[src/rtl/nes_button_event_queue_if.sv]
// APB3 slave bus bundle for the NES button event queue.
// The master modport drives the requests and the slave modport drives the responses.
interface nes_button_event_queue_if;
    logic        PSEL;
    logic        PENABLE;
    logic        PWRITE;
    logic [7:0]  PADDR;
    logic [31:0] PWDATA;
    logic [31:0] PRDATA;
    logic        PREADY;
    logic        PSLVERR;

    modport master (
        output PSEL, PENABLE, PWRITE, PADDR, PWDATA,
        input  PRDATA, PREADY, PSLVERR
    );

    modport slave (
        input  PSEL, PENABLE, PWRITE, PADDR, PWDATA,
        output PRDATA, PREADY, PSLVERR
    );
endinterface

[src/rtl/nes_button_event_queue.sv]
// Debounces NES controller button bytes, turns state changes into press/release
// events, and queues them in a FIFO that is drained over APB3 with an interrupt.
module nes_button_event_queue #(
    parameter int DEBOUNCE   = 3,
    parameter int DEPTH      = 8,
    parameter int ACTIVE_LOW = 1
) (
    input  logic                     PCLK,
    input  logic                     PRESERN,
    nes_button_event_queue_if.slave  apb,
    input  logic [7:0]               btn_state,
    input  logic                     btn_valid,
    output logic [7:0]               stable_state,
    output logic                     irq
);

    localparam int AW = $clog2(DEPTH);
    localparam logic [0:0] IDLE = 1'b0;
    localparam logic [0:0] EMIT = 1'b1;

    logic [0:0]    state;
    logic [7:0]    candidate;
    logic [3:0]    deb_cnt;
    logic [7:0]    pending;
    logic          overflow;

    logic [7:0]    mem [DEPTH];
    logic [AW-1:0] wptr;
    logic [AW-1:0] rptr;
    logic [AW:0]   count;
    logic          empty;
    logic          full;

    logic [7:0]    s_norm;
    logic [7:0]    cand_nxt;
    logic [3:0]    cnt_nxt;
    logic          accept;
    logic [2:0]    emit_idx;
    logic [7:0]    pend_clr;
    logic [7:0]    emit_evt;
    logic          emitting;
    logic          pop;
    logic          push;
    logic          drop;
    logic          wr_ctrl;
    logic          flush;
    logic          ovf_clr;
    logic [4:0]    cnt5;
    logic          unused_pwdata;

    assign empty = (count == '0);
    assign full  = (count == (AW+1)'(DEPTH));
    assign cnt5  = 5'(count);
    assign unused_pwdata = ^apb.PWDATA[31:2];

    // Debounce next-state; acceptance looks at the post-update candidate and count.
    always_comb begin
        s_norm   = (ACTIVE_LOW != 0) ? ~btn_state : btn_state;
        cand_nxt = candidate;
        cnt_nxt  = deb_cnt;
        if (btn_valid) begin
            if (s_norm == candidate) begin
                if (deb_cnt != 4'(DEBOUNCE))
                    cnt_nxt = deb_cnt + 4'd1;
            end else begin
                cand_nxt = s_norm;
                cnt_nxt  = 4'd1;
            end
        end
        accept = btn_valid && (cnt_nxt == 4'(DEBOUNCE)) &&
                 (cand_nxt != stable_state) && (pending == '0);
    end

    always_comb begin
        emit_idx = 3'd0;
        for (int unsigned i = 8; i > 0; i--) begin
            if (pending[i-1])
                emit_idx = 3'(i - 1);
        end
        pend_clr = pending & ~(8'h01 << emit_idx);
        emit_evt = {stable_state[emit_idx], 4'b0000, emit_idx};
        emitting = (state == EMIT);
    end

    // A same-cycle pop frees a slot, so a full FIFO still accepts the push.
    always_comb begin
        pop     = apb.PSEL && apb.PENABLE && !apb.PWRITE && (apb.PADDR == 8'h00) && !empty;
        wr_ctrl = apb.PSEL && apb.PENABLE && apb.PWRITE && (apb.PADDR == 8'h08);
        flush   = wr_ctrl && apb.PWDATA[1];
        ovf_clr = wr_ctrl && apb.PWDATA[0];
        push    = emitting && (!full || pop) && !flush;
        drop    = emitting && full && !pop;
    end

    always_ff @(posedge PCLK or posedge PRESERN) begin
        if (PRESERN) begin
            state        <= IDLE;
            candidate    <= '0;
            deb_cnt      <= '0;
            stable_state <= '0;
            pending      <= '0;
        end else begin
            candidate <= cand_nxt;
            deb_cnt   <= cnt_nxt;
            if (accept) begin
                stable_state <= cand_nxt;
                pending      <= cand_nxt ^ stable_state;
            end else if (emitting) begin
                pending <= pend_clr;
            end
            case (state)
                IDLE:    if (accept || (pending != '0)) state <= EMIT;
                EMIT:    if (pend_clr == '0) state <= IDLE;
                default: state <= IDLE;
            endcase
        end
    end

    always_ff @(posedge PCLK or posedge PRESERN) begin
        if (PRESERN) begin
            wptr     <= '0;
            rptr     <= '0;
            count    <= '0;
            overflow <= 1'b0;
            irq      <= 1'b0;
        end else begin
            if (flush) begin
                wptr  <= '0;
                rptr  <= '0;
                count <= '0;
            end else begin
                if (push) wptr <= wptr + AW'(1);
                if (pop)  rptr <= rptr + AW'(1);
                case ({push, pop})
                    2'b10:   count <= count + (AW+1)'(1);
                    2'b01:   count <= count - (AW+1)'(1);
                    default: count <= count;
                endcase
            end
            if (drop)
                overflow <= 1'b1;
            else if (ovf_clr)
                overflow <= 1'b0;
            irq <= !empty;
        end
    end

    always_ff @(posedge PCLK) begin
        if (push)
            mem[wptr] <= emit_evt;
    end

    always_comb begin
        case (apb.PADDR)
            8'h00:   apb.PRDATA = empty ? '0 : {24'd0, mem[rptr]};
            8'h04:   apb.PRDATA = {8'd0, stable_state, 3'd0, cnt5, 5'd0, overflow, full, empty};
            default: apb.PRDATA = '0;
        endcase
    end

    assign apb.PREADY  = 1'b1;
    assign apb.PSLVERR = 1'b0;

endmodule

[src/flat_wrapper.sv]
// flat-port wrapper written by rule: the top's interface ports become plain ports
module nes_button_event_queue_flat 
#(
    parameter int DEBOUNCE   = 3,
    parameter int DEPTH      = 8,
    parameter int ACTIVE_LOW = 1
)
  (PCLK, PRESERN, btn_state, btn_valid, stable_state, irq, apb_PSEL, apb_PENABLE, apb_PWRITE, apb_PADDR, apb_PWDATA, apb_PRDATA, apb_PREADY, apb_PSLVERR);
  nes_button_event_queue_if apb_i ();
  input  logic PCLK;
  input  logic PRESERN;
  input  logic [7:0] btn_state;
  input  logic btn_valid;
  output logic [7:0] stable_state;
  output logic irq;
  input wire logic [$bits(apb_i.PSEL)-1:0] apb_PSEL;
  input wire logic [$bits(apb_i.PENABLE)-1:0] apb_PENABLE;
  input wire logic [$bits(apb_i.PWRITE)-1:0] apb_PWRITE;
  input wire logic [$bits(apb_i.PADDR)-1:0] apb_PADDR;
  input wire logic [$bits(apb_i.PWDATA)-1:0] apb_PWDATA;
  output wire logic [$bits(apb_i.PRDATA)-1:0] apb_PRDATA;
  output wire logic [$bits(apb_i.PREADY)-1:0] apb_PREADY;
  output wire logic [$bits(apb_i.PSLVERR)-1:0] apb_PSLVERR;
  assign apb_i.PSEL = apb_PSEL;
  assign apb_i.PENABLE = apb_PENABLE;
  assign apb_i.PWRITE = apb_PWRITE;
  assign apb_i.PADDR = apb_PADDR;
  assign apb_i.PWDATA = apb_PWDATA;
  assign apb_PRDATA = apb_i.PRDATA;
  assign apb_PREADY = apb_i.PREADY;
  assign apb_PSLVERR = apb_i.PSLVERR;
  nes_button_event_queue #(.DEBOUNCE(DEBOUNCE), .DEPTH(DEPTH), .ACTIVE_LOW(ACTIVE_LOW)) u_core (.PCLK(PCLK), .PRESERN(PRESERN), .apb(apb_i), .btn_state(btn_state), .btn_valid(btn_valid), .stable_state(stable_state), .irq(irq));
endmodule
[config.mk]
export PLATFORM = sky130hd
export DESIGN_NAME = nes_button_event_queue_flat
export DESIGN_NICKNAME = d
export VERILOG_FILES = /design/src/rtl/nes_button_event_queue_if.sv /design/src/rtl/nes_button_event_queue.sv /design/src/flat_wrapper.sv
export SDC_FILE = /design/constraint.sdc
export NUM_CORES = 1
export LEC_CHECK = 0
export ABC_AREA = 0
export CORE_UTILIZATION = 54
export CTS_CLUSTER_DIAMETER = 120
export CTS_CLUSTER_SIZE = 25
export DETAILED_ROUTE_END_ITERATION = 7
export PLACE_DENSITY = 0.86
export SETUP_SLACK_MARGIN = 0.2
export SLEW_MARGIN = 10
export SYNTH_ARGS = -nofsm -noshare
export SYNTH_HDL_FRONTEND = slang
export SYNTH_SLANG_ARGS = --single-unit
[constraint.sdc]
create_clock -name PCLK -period 6.4 [get_ports PCLK]
set_input_delay 0.64 -clock PCLK [delete_from_list [all_inputs] [get_ports PCLK]]
set_output_delay 0.64 -clock PCLK [all_outputs]
set_load 0.01 [all_outputs]
==> reports/qor.yml, run 1 <==
final-setup-viol-count: 0
mostFrequentLayoutCells: "clkdlybuf4s50_1 (48), dfrtp_1 (41), edfxtp_1 (32), nor2_1 (31), nand2_1 (30)"
cp.required_ns: 6.62
initial_utilization: 0.573
cts_sinks: 73
overflow: 0
cts_resized: 0
dieArea_sq_um: 7720
p_total_w: 0.00124
clockBufferDepth: 2
fin_crit_ns: 4.00
preCtsSetupSlack_ns: 2.06
crit_path_max_incr_delay_ns: 0.72
rsz0062_at_grt: "false"
grt_max_degree: 42
cp.buffers_inverters: 2
ys_warn_count: 0
hold_buffers: 0
die_w_um: 87.8
cp_cell_sequence: "clkdlybuf4s50_1 > nor4_1 > nand2_1 > or4b_2 > nor3_4 > o21ai_2 > nor2_1 > inv_1 > ha_1 > ha_1 > a31oi_1 > o21bai_1 > a221oi_1 > xnor2_1 > nor2_1"
cap_violations: 0
ir_drop_mv: 0.149
ys_ff_latch: 73
firstDrtPassIters: 4
htreeDepth: 3
totalWireLength_um: 7720
hp-class: "flip-flop to flip-flop"
hold_viol_final: 0
dp_hpwl_um: 5740
grt_pass1_vias: 2746
cts_tree: "done"
cts_made_buffers: 9
cts.clk_slew.worst_paths_ns: 0.07
cts_setup_buffers: 0
fin_ws_ns: 2.40
via_per_inst: 5.48
drc: 0
maxSlewHeadroom: 0.429
endpoint_kind: "flip-flop"
core_sq_um: 6940
crit_family: "simple AND/OR/NAND/NOR gates"
final_common_cell: "clkdlybuf4s50_1"
fin_tns_setup_ns: 0
seq_area_frac_synth: 0.499
gp_congestion: 0.916
status: "completed"
critPathArrivalTime_ns: 4.21
clk_latency_ns: 0.34
drive_gt1_frac: 0.117
num_rows: 30
wire_per_inst_um: 15.2
cts-root-buf: "clkbuf_8"
via_count: 2786
track_usage: 0.221
antenna_left: 0
grt_antenna_before_repair: 0
die_height_um: 87.8
whs_ns: 0.487
layout.nets: 468
antenna_cells: 0
port_buffers: 48
drt_iter0_drc: 186
grt_pass1_wl_um: 12800
critical_path_class: "primary input to flip-flop"
ys_types: 52
cp_max_fo: 7
synth_cells: 357
timing.fmax_mhz: 250
pwr_density_cell_nw_per_um2: 265
report.final.slew_viol_count: 0
io-pin-count: 97
period_share: 0.625
p_leak_nw: 1.96
finalClockSkew_ns: 0.00649
tightestPinTransition_ns: 0.853
final_util: 0.672
area_growth_pct: 17.3
startpoint_type: "primary input"
postSynthAreaPerCell_sq_um: 11.1
slowest_stage: "or4b_2"
syn_area_sq_um: 3980
[sequential cells by signal (all words and copies together) (netlist names)]
signal,count
u_core.mem,32
u_core.emitting,1
u_core.candidate,8
u_core.irq,1
u_core.count,4
u_core.deb_cnt,4
u_core.rptr,3
u_core.stable_state,8
u_core.overflow,1
u_core.wptr,3
u_core.pending,8
[report_power, final]
group	internal, W	switching [W]	total (W)
registers	0.000556	0.0000599	0.000616
clock network	0.000178	0.000168	0.000346
logic	0.000120	0.000157	0.000277
total	0.000854	0.000385	0.00124
[worst reg2reg max path: stages, from the launching register on]
cell and delay [ns]:
dfrtp_1 0.46, nor3_1 0.10, nand2b_1 0.13, or4b_2 0.70, nor3_4 0.34, o21ai_2 0.15
nor2_1 0.15, inv_1 0.08, ha_1 0.25, ha_1 0.35, a31oi_1 0.19, o21bai_1 0.08
a221oi_1 0.27, xnor2_1 0.16, nor2_1 0.05
[per-stage QoR]
| step | cells | area (sq um) |
|---|---|---|
| 6_report | 508 | 4670 |
| 5_1_grt | 508 | 4670 |
| 4_1_cts | 508 | 4670 |
| 3_5_place_dp | 492 | 4480 |
| 3_3_place_gp | 492 | 4480 |
| 2_1_floorplan | 373 | 4040 |
[metal layers]
layer / vias to the layer above / GRT usage / wire length (um)
li1: 1311 / - / -
met1: 1333 / 0.275 / 3260
met2: 124 / 0.385 / 3700
met3: 18 / 0.0377 / 599
met4: 0 / 0.0909 / 163
met5: - / 0 / 0
[synth_stat cells, drive strengths merged]
library cell,number,area share
o211ai,1,0.0053
o21bai,1,0.0019
a221oi,1,0.0022
ha,7,0.022
a31o,1,0.0022
o211a,1,0.0025
and2,14,0.022
clkbuf,6,0.0057
o22ai,2,0.0031
a32oi,1,0.0022
buf,21,0.039
or3,2,0.0035
or4,2,0.0057
nand3b,1,0.0019
inv,27,0.025
nor3b,1,0.0019
o21ba,1,0.0025
o21ai,14,0.019
nor2,31,0.029
and4b,1,0.0025
xor2,14,0.031
conb,2,0.0019
o2bb2ai,2,0.0044
xnor2,12,0.026
and3,3,0.0047
nand4,4,0.0094
mux4,8,0.045
nand2,30,0.028
nor3,11,0.017
mux2i,17,0.044
o31ai,3,0.0057
edfxtp,32,0.24
a211oi,2,0.0038
a31oi,1,0.0016
nand3,9,0.011
nand2b,5,0.0079
dfrtp,41,0.26
nor4,2,0.0031
or4b,1,0.0025
mux2,10,0.036
nor2b,3,0.0047
a21oi,8,0.010
o31a,1,0.0022
[worst paths after layout]
kind                                  from  slack, ns                      to  depth (start not counted)
min in group asynchronous          PRESERN       0.73       u_core.deb_cnt[1]                          3
hold / removal             u_core.overflow       0.49         u_core.overflow                          2
max in group asynchronous          PRESERN       5.31  u_core.stable_state[5]                          3
setup reg to reg           u_core.count[1]       2.82         u_core.count[3]                         14
setup / recovery              apb_PADDR[5]       2.40         u_core.count[3]                         15
hold reg to reg            u_core.overflow       0.49         u_core.overflow                          2
[cells by family after synthesis]
kind of cell    share of synthesized area
simple gates                        0.156
flops                               0.499
buf+inv                            0.0698
compound gates                     0.0692
mux                                 0.125
xor+xnor                           0.0572
fa+ha+maj                          0.0220
other cells                       0.00189
[area by class of cell]
class,instances,area (sq um)
clock buffer,10,128
clock inverter,6,60.1
fill,513,2280
inverter,27,101
multi-input combinational,246,1770
sequential,73,1990
tap,96,120
timing repair buffer,50,495
Power figures use the tool's default switching activity.
==> run 2, diff against run 1 <==
Settings changed: CORE_UTILIZATION 54 to 45, PLACE_DENSITY 0.86 to 0.77.
Clock period 6.4 ns to 3.35 ns, I/O delays scaled along.
==> run 2 against run 1 <==
  * Clock skew increased by 0.0046 ns
  * Non-clock buffer count up 23
  * Final cell count up 6.3%
  * Utilization decreased by 7.6 points
  * Wire length rose by 7.7%
  * Die area up 20%
  * Count of clock-buffer cells in the layout fell by 1
  * Critical path depth down 4
  * Via count grew 1.8%
  * First-iteration DRC count down 35%
  * Highest routed layer unchanged
  * Worst hold slack lost 0.061 ns
==> reports/qor.yml, run 2 (synthesis gave the netlist of run 1 again) <==
cts.clk_slew.worst_paths_ns: 0.08
grt_max_degree: 42
preCtsSetupSlack_ns: -0.0763
period_share: 0.920
io-pin-count: 97
grt_pass1_wl_um: 13000
p_clk_frac: 0.296
cp.required_ns: 3.58
slowest_stage: "or4_4"
fill_cells: 676
die_w_um: 96.0
grt_pass1_vias: 2788
cts_sinks: 73
endpoint_kind: "flip-flop"
status: "completed"
hold_buffers: 0
htreeDepth: 3
drc: 0
final-setup-viol-count: 0
cts_setup_buffers: 0
num_rows: 33
firstDrtPassIters: 4
final_area_sq_um: 5000
instances_no_fill: 540
pwr_density_cell_nw_per_um2: 513
hold_viol_final: 0
hp-class: "primary input to asynchronous set/reset pin"
tightestPinTransition_ns: 0.576
overflow: 0
grt_antenna_before_repair: 0
fin_ws_ns: 0.269
p_sw_frac: 0.308
placed_cell_area_sq_um: 4740
finalClockSkew_ns: 0.0111
via_count: 2837
p_int_w: 0.00177
final_util: 0.596
antenna_cells: 0
antenna_left: 0
die_height_um: 96.0
totalWireLength_um: 8310
critical_path_class: "primary input to flip-flop"
p_leak_nw: 2.11
ff_latch_area_sq_um: 1990
p_switching_w: 0.000790
mostFrequentLayoutCells: "clkdlybuf4s50_1 (48), dfrtp_1 (41), edfxtp_1 (32), nor2_1 (30), nand2_1 (30)"
cap_violations: 0
crit_path_max_incr_delay_ns: 0.55
dieArea_sq_um: 9220
fin_crit_ns: 3.08
drive_gt1_frac: 0.191
core_sq_um: 8380
initial_utilization: 0.475
final_common_cell: "clkdlybuf4s50_1"
startpoint_type: "primary input"
gp_congestion: 0.812
ir_drop_mv: 0.222
area_growth_pct: 25.6
timing.fmax_mhz: 325
rsz0062_at_grt: "false"
port_buffers: 48
report.final.slew_viol_count: 0
via_per_inst: 5.25
cp_cell_sequence: "clkdlybuf4s50_1 > xor2_1 > nand4_2 > o21ai_2 > buf_12 > mux2i_1 > xnor2_1 > or4_4 > o211ai_4 > buf_12 > mux2_4"
cp.buffers_inverters: 3
regMostFlops: "u_core.mem"
maxSlewHeadroom: 0.616
track_usage: 0.193
clk_latency_ns: 0.34
dp_hpwl_um: 6070
wire_per_inst_um: 15.4
multi_input_area_sq_um: 1850
seqPwrFrac: 0.463
largest_reg_flops: 32
critPathArrivalTime_ns: 3.31
p_comb_frac: 0.242
layout.nets: 491
cts-root-buf: "clkbuf_8"
clockBufferDepth: 2
dp.cells: 524
crit_top_cell: "buf_12"
cts_made_buffers: 9
crit_family: "buffers and inverters"
cts_tree: "done"
cp_max_fo: 8
drt_iter0_drc: 120
-- run 2: cell count changes in the layout (fill, tap and decap cells not counted), moves of 2 or more --
cell and change:
buf_4 +20, xor2_1 -4, xor2_2 +4, buf_12 +3
ha_1 -2, ha_4 +2
-- run 2: repair_timing --
item / CTS / global route
hold endpoints to repair: 0 / 0
resized for setup: 0 / 5
setup endpoints to repair: 0 / 5
-- run 2: routing by layer --
metal  share of wire  GRT usage  wire, um
met5               0          0         0
met2            0.50      0.336      4120
met3           0.045     0.0379       375
met4           0.017     0.0697       141
met1            0.44      0.236      3670
-- run 2: cell type report --
type	instances	area share
timing repair buffer	73	0.141
tap	105	0.0263
sequential	73	0.398
clock buffer	9	0.0248
inverter	27	0.0203
multi-input combinational	246	0.371
clock inverter	7	0.0190
-- run 2: final timing paths --
check	start	endpoint	slack, ns	cells after the start
max	btn_state[5]	u_core.stable_state[4]	0.27	11
min	PRESERN	u_core.count[1]	0.43	3
max reg2reg	u_core.candidate[1]	u_core.stable_state[4]	0.38	10
min reg2reg	u_core.overflow	u_core.overflow	0.50	2
max in group asynchronous	PRESERN	u_core.candidate[6]	2.55	3
min in group PCLK	u_core.overflow	u_core.overflow	0.50	2
-- run 2: through the flow --
| step | total power [W] | hold slack (ns) | TNS [ns] |
|---|---|---|---|
| 2_1_floorplan | 0.00159 | 0.446 | 0 |
| 3_3_place_gp | 0.00177 | 0.470 | -0.178 |
| 3_5_place_dp | 0.00182 | 0.483 | -0.448 |
| 4_1_cts | 0.00257 | 0.435 | 0 |
| 5_1_grt | 0.00270 | 0.479 | 0 |
| 6_report | 0.00256 | 0.426 | 0 |
-- run 2: power groups by stage --
stage                     Clock (W)  Combinational (W)  Sequential, W
after floorplan                   0           0.000419        0.00117
after global placement            0           0.000582        0.00119
after detailed placement          0           0.000615        0.00120
after CTS                  0.000769           0.000618        0.00118
after global routing       0.000807           0.000695        0.00120
final                      0.000758           0.000619        0.00119
-- run 2: worst register-to-register path, stage by stage, from the launching register on --
cell	delay, ns
dfrtp_1	0.40
xor2_1	0.23
nand4_2	0.16
o21ai_2	0.23
buf_12	0.16
mux2i_1	0.31
xnor2_1	0.14
or4_4	0.55
o211ai_4	0.22
buf_12	0.17
mux2_4	0.30
==> run 3, diff against run 2 <==
Settings changed: CTS_CLUSTER_SIZE 25 to 28, PLACE_DENSITY 0.77 to default, PLACE_DENSITY_LB_ADDON from default to 0.05.
==> run 3 against run 2 <==
  * Power down 1.7%
  * First-iteration DRC count increased by 13%
  * Sequential power hardly changed
  * Final cell count increased by 2.8%
  * Count of clock-buffer cells in the layout grew 1
  * Cell area rose by 1.9%
  * Via count down 1.1%
  * Utilization grew 1.1 points
  * Setup slack better by 0.050 ns
  * Largest cell class unchanged
==> reports/qor.yml, run 3 (synthesis gave the netlist of run 1 again) <==
status: "completed"
cp.required_ns: 3.58
cts-root-buf: "clkbuf_8"
tightestPinTransition_ns: 0.698
die_height_um: 96.0
grt_max_degree: 22
htreeDepth: 3
p_switching_w: 0.000791
die_w_um: 96.0
overflow: 0
period_share: 0.905
grt_util_met1: 0.289
hold_viol_final: 0
startpoint_type: "primary input"
grt_pass1_wl_um: 13600
crit_path_max_incr_delay_ns: 0.58
p_comb_frac: 0.258
track_usage: 0.201
seqPwrFrac: 0.468
layout.nets: 506
gp_congestion: 0.842
fin_crit_ns: 3.03
cap_violations: 0
met2_usage: 0.311
fin_ws_ns: 0.318
instances_no_fill: 555
crit_top_cell: "buf_12"
p_int_w: 0.00173
grt_antenna_before_repair: 0
initial_utilization: 0.475
p_clk_frac: 0.274
regMostFlops: "u_core.mem"
dp_hpwl_um: 6330
grt-busiest-layer: "met2"
via_count: 2807
pwr_density_cell_nw_per_um2: 495
endpoint_kind: "flip-flop"
cp_cell_sequence: "clkdlybuf4s50_1 > xor2_2 > nand4_2 > o21ai_2 > buf_12 > mux2i_2 > xnor2_1 > or4_4 > o211ai_4 > buf_12 > mux2_4"
cp_max_fo: 7
mostFrequentLayoutCells: "clkdlybuf4s50_1 (48), dfrtp_1 (41), buf_4 (38), edfxtp_1 (32)"
drc: 0
cts_sinks: 73
finalClockSkew_ns: 0.0107
cts_tree: "done"
rsz0062_at_grt: "true"
p_sw_frac: 0.314
area_growth_pct: 28.0
totalWireLength_um: 8420
dieArea_sq_um: 9220
largest_reg_flops: 32
p_total_w: 0.00252
grt_pass1_vias: 2696
via_per_inst: 5.06
timing.fmax_mhz: 330
wire_per_inst_um: 15.2
critical_path_class: "primary input to flip-flop"
maxSlewHeadroom: 0.533
preCtsSetupSlack_ns: -0.138
num_rows: 33
ir_drop_mv: 0.237
cts.clk_slew.worst_paths_ns: 0.08
dp.cells: 538
clk_latency_ns: 0.35
slowest_stage: "or4_4"
placed_cell_area_sq_um: 4840
critPathArrivalTime_ns: 3.26
core_sq_um: 8380
io-pin-count: 97
final_common_cell: "clkdlybuf4s50_1"
drive_gt1_frac: 0.224
grt_use_met3: 0.0450
antenna_cells: 0
hp-class: "primary input to asynchronous set/reset pin"
final_util: 0.608
cts_made_buffers: 9
antenna_left: 0
port_buffers: 48
p_leak_nw: 2.16
hold_buffers: 0
final_area_sq_um: 5090
report.final.slew_viol_count: 0
clockBufferDepth: 2
drt_iter0_drc: 136
firstDrtPassIters: 4
final-setup-viol-count: 0
## run 3: changes by cell type in the layout (fill, tap and decap cells not counted), sizes merged
cell / previous run / this run
buf: 25 / 40
clkbuf: 9 / 10
bufinv: 2 / 1
clkinv: 4 / 2
clkinvlp: 1 / 2
inv: 27 / 28
## run 3: path summary, 6_finish.rpt
path	from	to	slack [ns]	depth (start not counted)
worst max-delay path	btn_state[6]	u_core.stable_state[6]	0.32	11
worst min-delay path	PRESERN	u_core.deb_cnt[1]	0.32	3
worst max register to register	u_core.candidate[5]	u_core.stable_state[6]	0.43	10
worst min register to register	u_core.overflow	u_core.overflow	0.51	2
max in group asynchronous	PRESERN	u_core.emitting	2.78	3
min in group PCLK	u_core.overflow	u_core.overflow	0.51	2
## run 3: through the flow
stage                     hold slack, ns  setup TNS [ns]
after floorplan                    0.446               0
after global placement             0.482          -0.679
after detailed placement           0.496          -0.862
after CTS                          0.329               0
after global routing               0.356               0
final                              0.324               0
## run 3: worst max-delay path, delay by kind of cell
family	cells	cell delay, ns
xor+xnor	2	0.33
buf+inv	3	0.85
compound gates	2	0.45
mux	2	0.55
simple gates	2	0.74
## run 3: what timing repair did
| item | in CTS | in global routing |
|---|---|---|
| setup buffers | 0 | 1 |
| resized for setup | 0 | 9 |
| endpoints found under the setup margin | 0 | 22 |
## run 3: final cells by class
| class | instances | area [sq um] |
|---|---|---|
| Clock buffer | 10 | 128 |
| Clock inverter | 6 | 67.6 |
| Fill cell | 703 | 3290 |
| Inverter | 27 | 101 |
| Multi-Input combinational cell | 246 | 1870 |
| Sequential cell | 73 | 1990 |
| Tap cell | 105 | 131 |
| Timing Repair Buffer | 88 | 806 |
## run 3: routing by layer
layer / routed length [um] / part of all wire / vias up
met3: 411 / 0.049 / 7
li1: - / - / 1383
met4: 74 / 0.0088 / 0
met5: 0 / 0 / -
met2: 3720 / 0.44 / 85
met1: 4200 / 0.50 / 1332
## run 3: power groups by stage
stage	logic [W]	registers (W)	clock network [W]
3_3_place_gp	0.000623	0.00119	0
3_5_place_dp	0.000636	0.00120	0
4_1_cts	0.000639	0.00118	0.000699
6_report	0.000651	0.00118	0.000691
2_1_floorplan	0.000419	0.00117	0
5_1_grt	0.000727	0.00120	0.000740
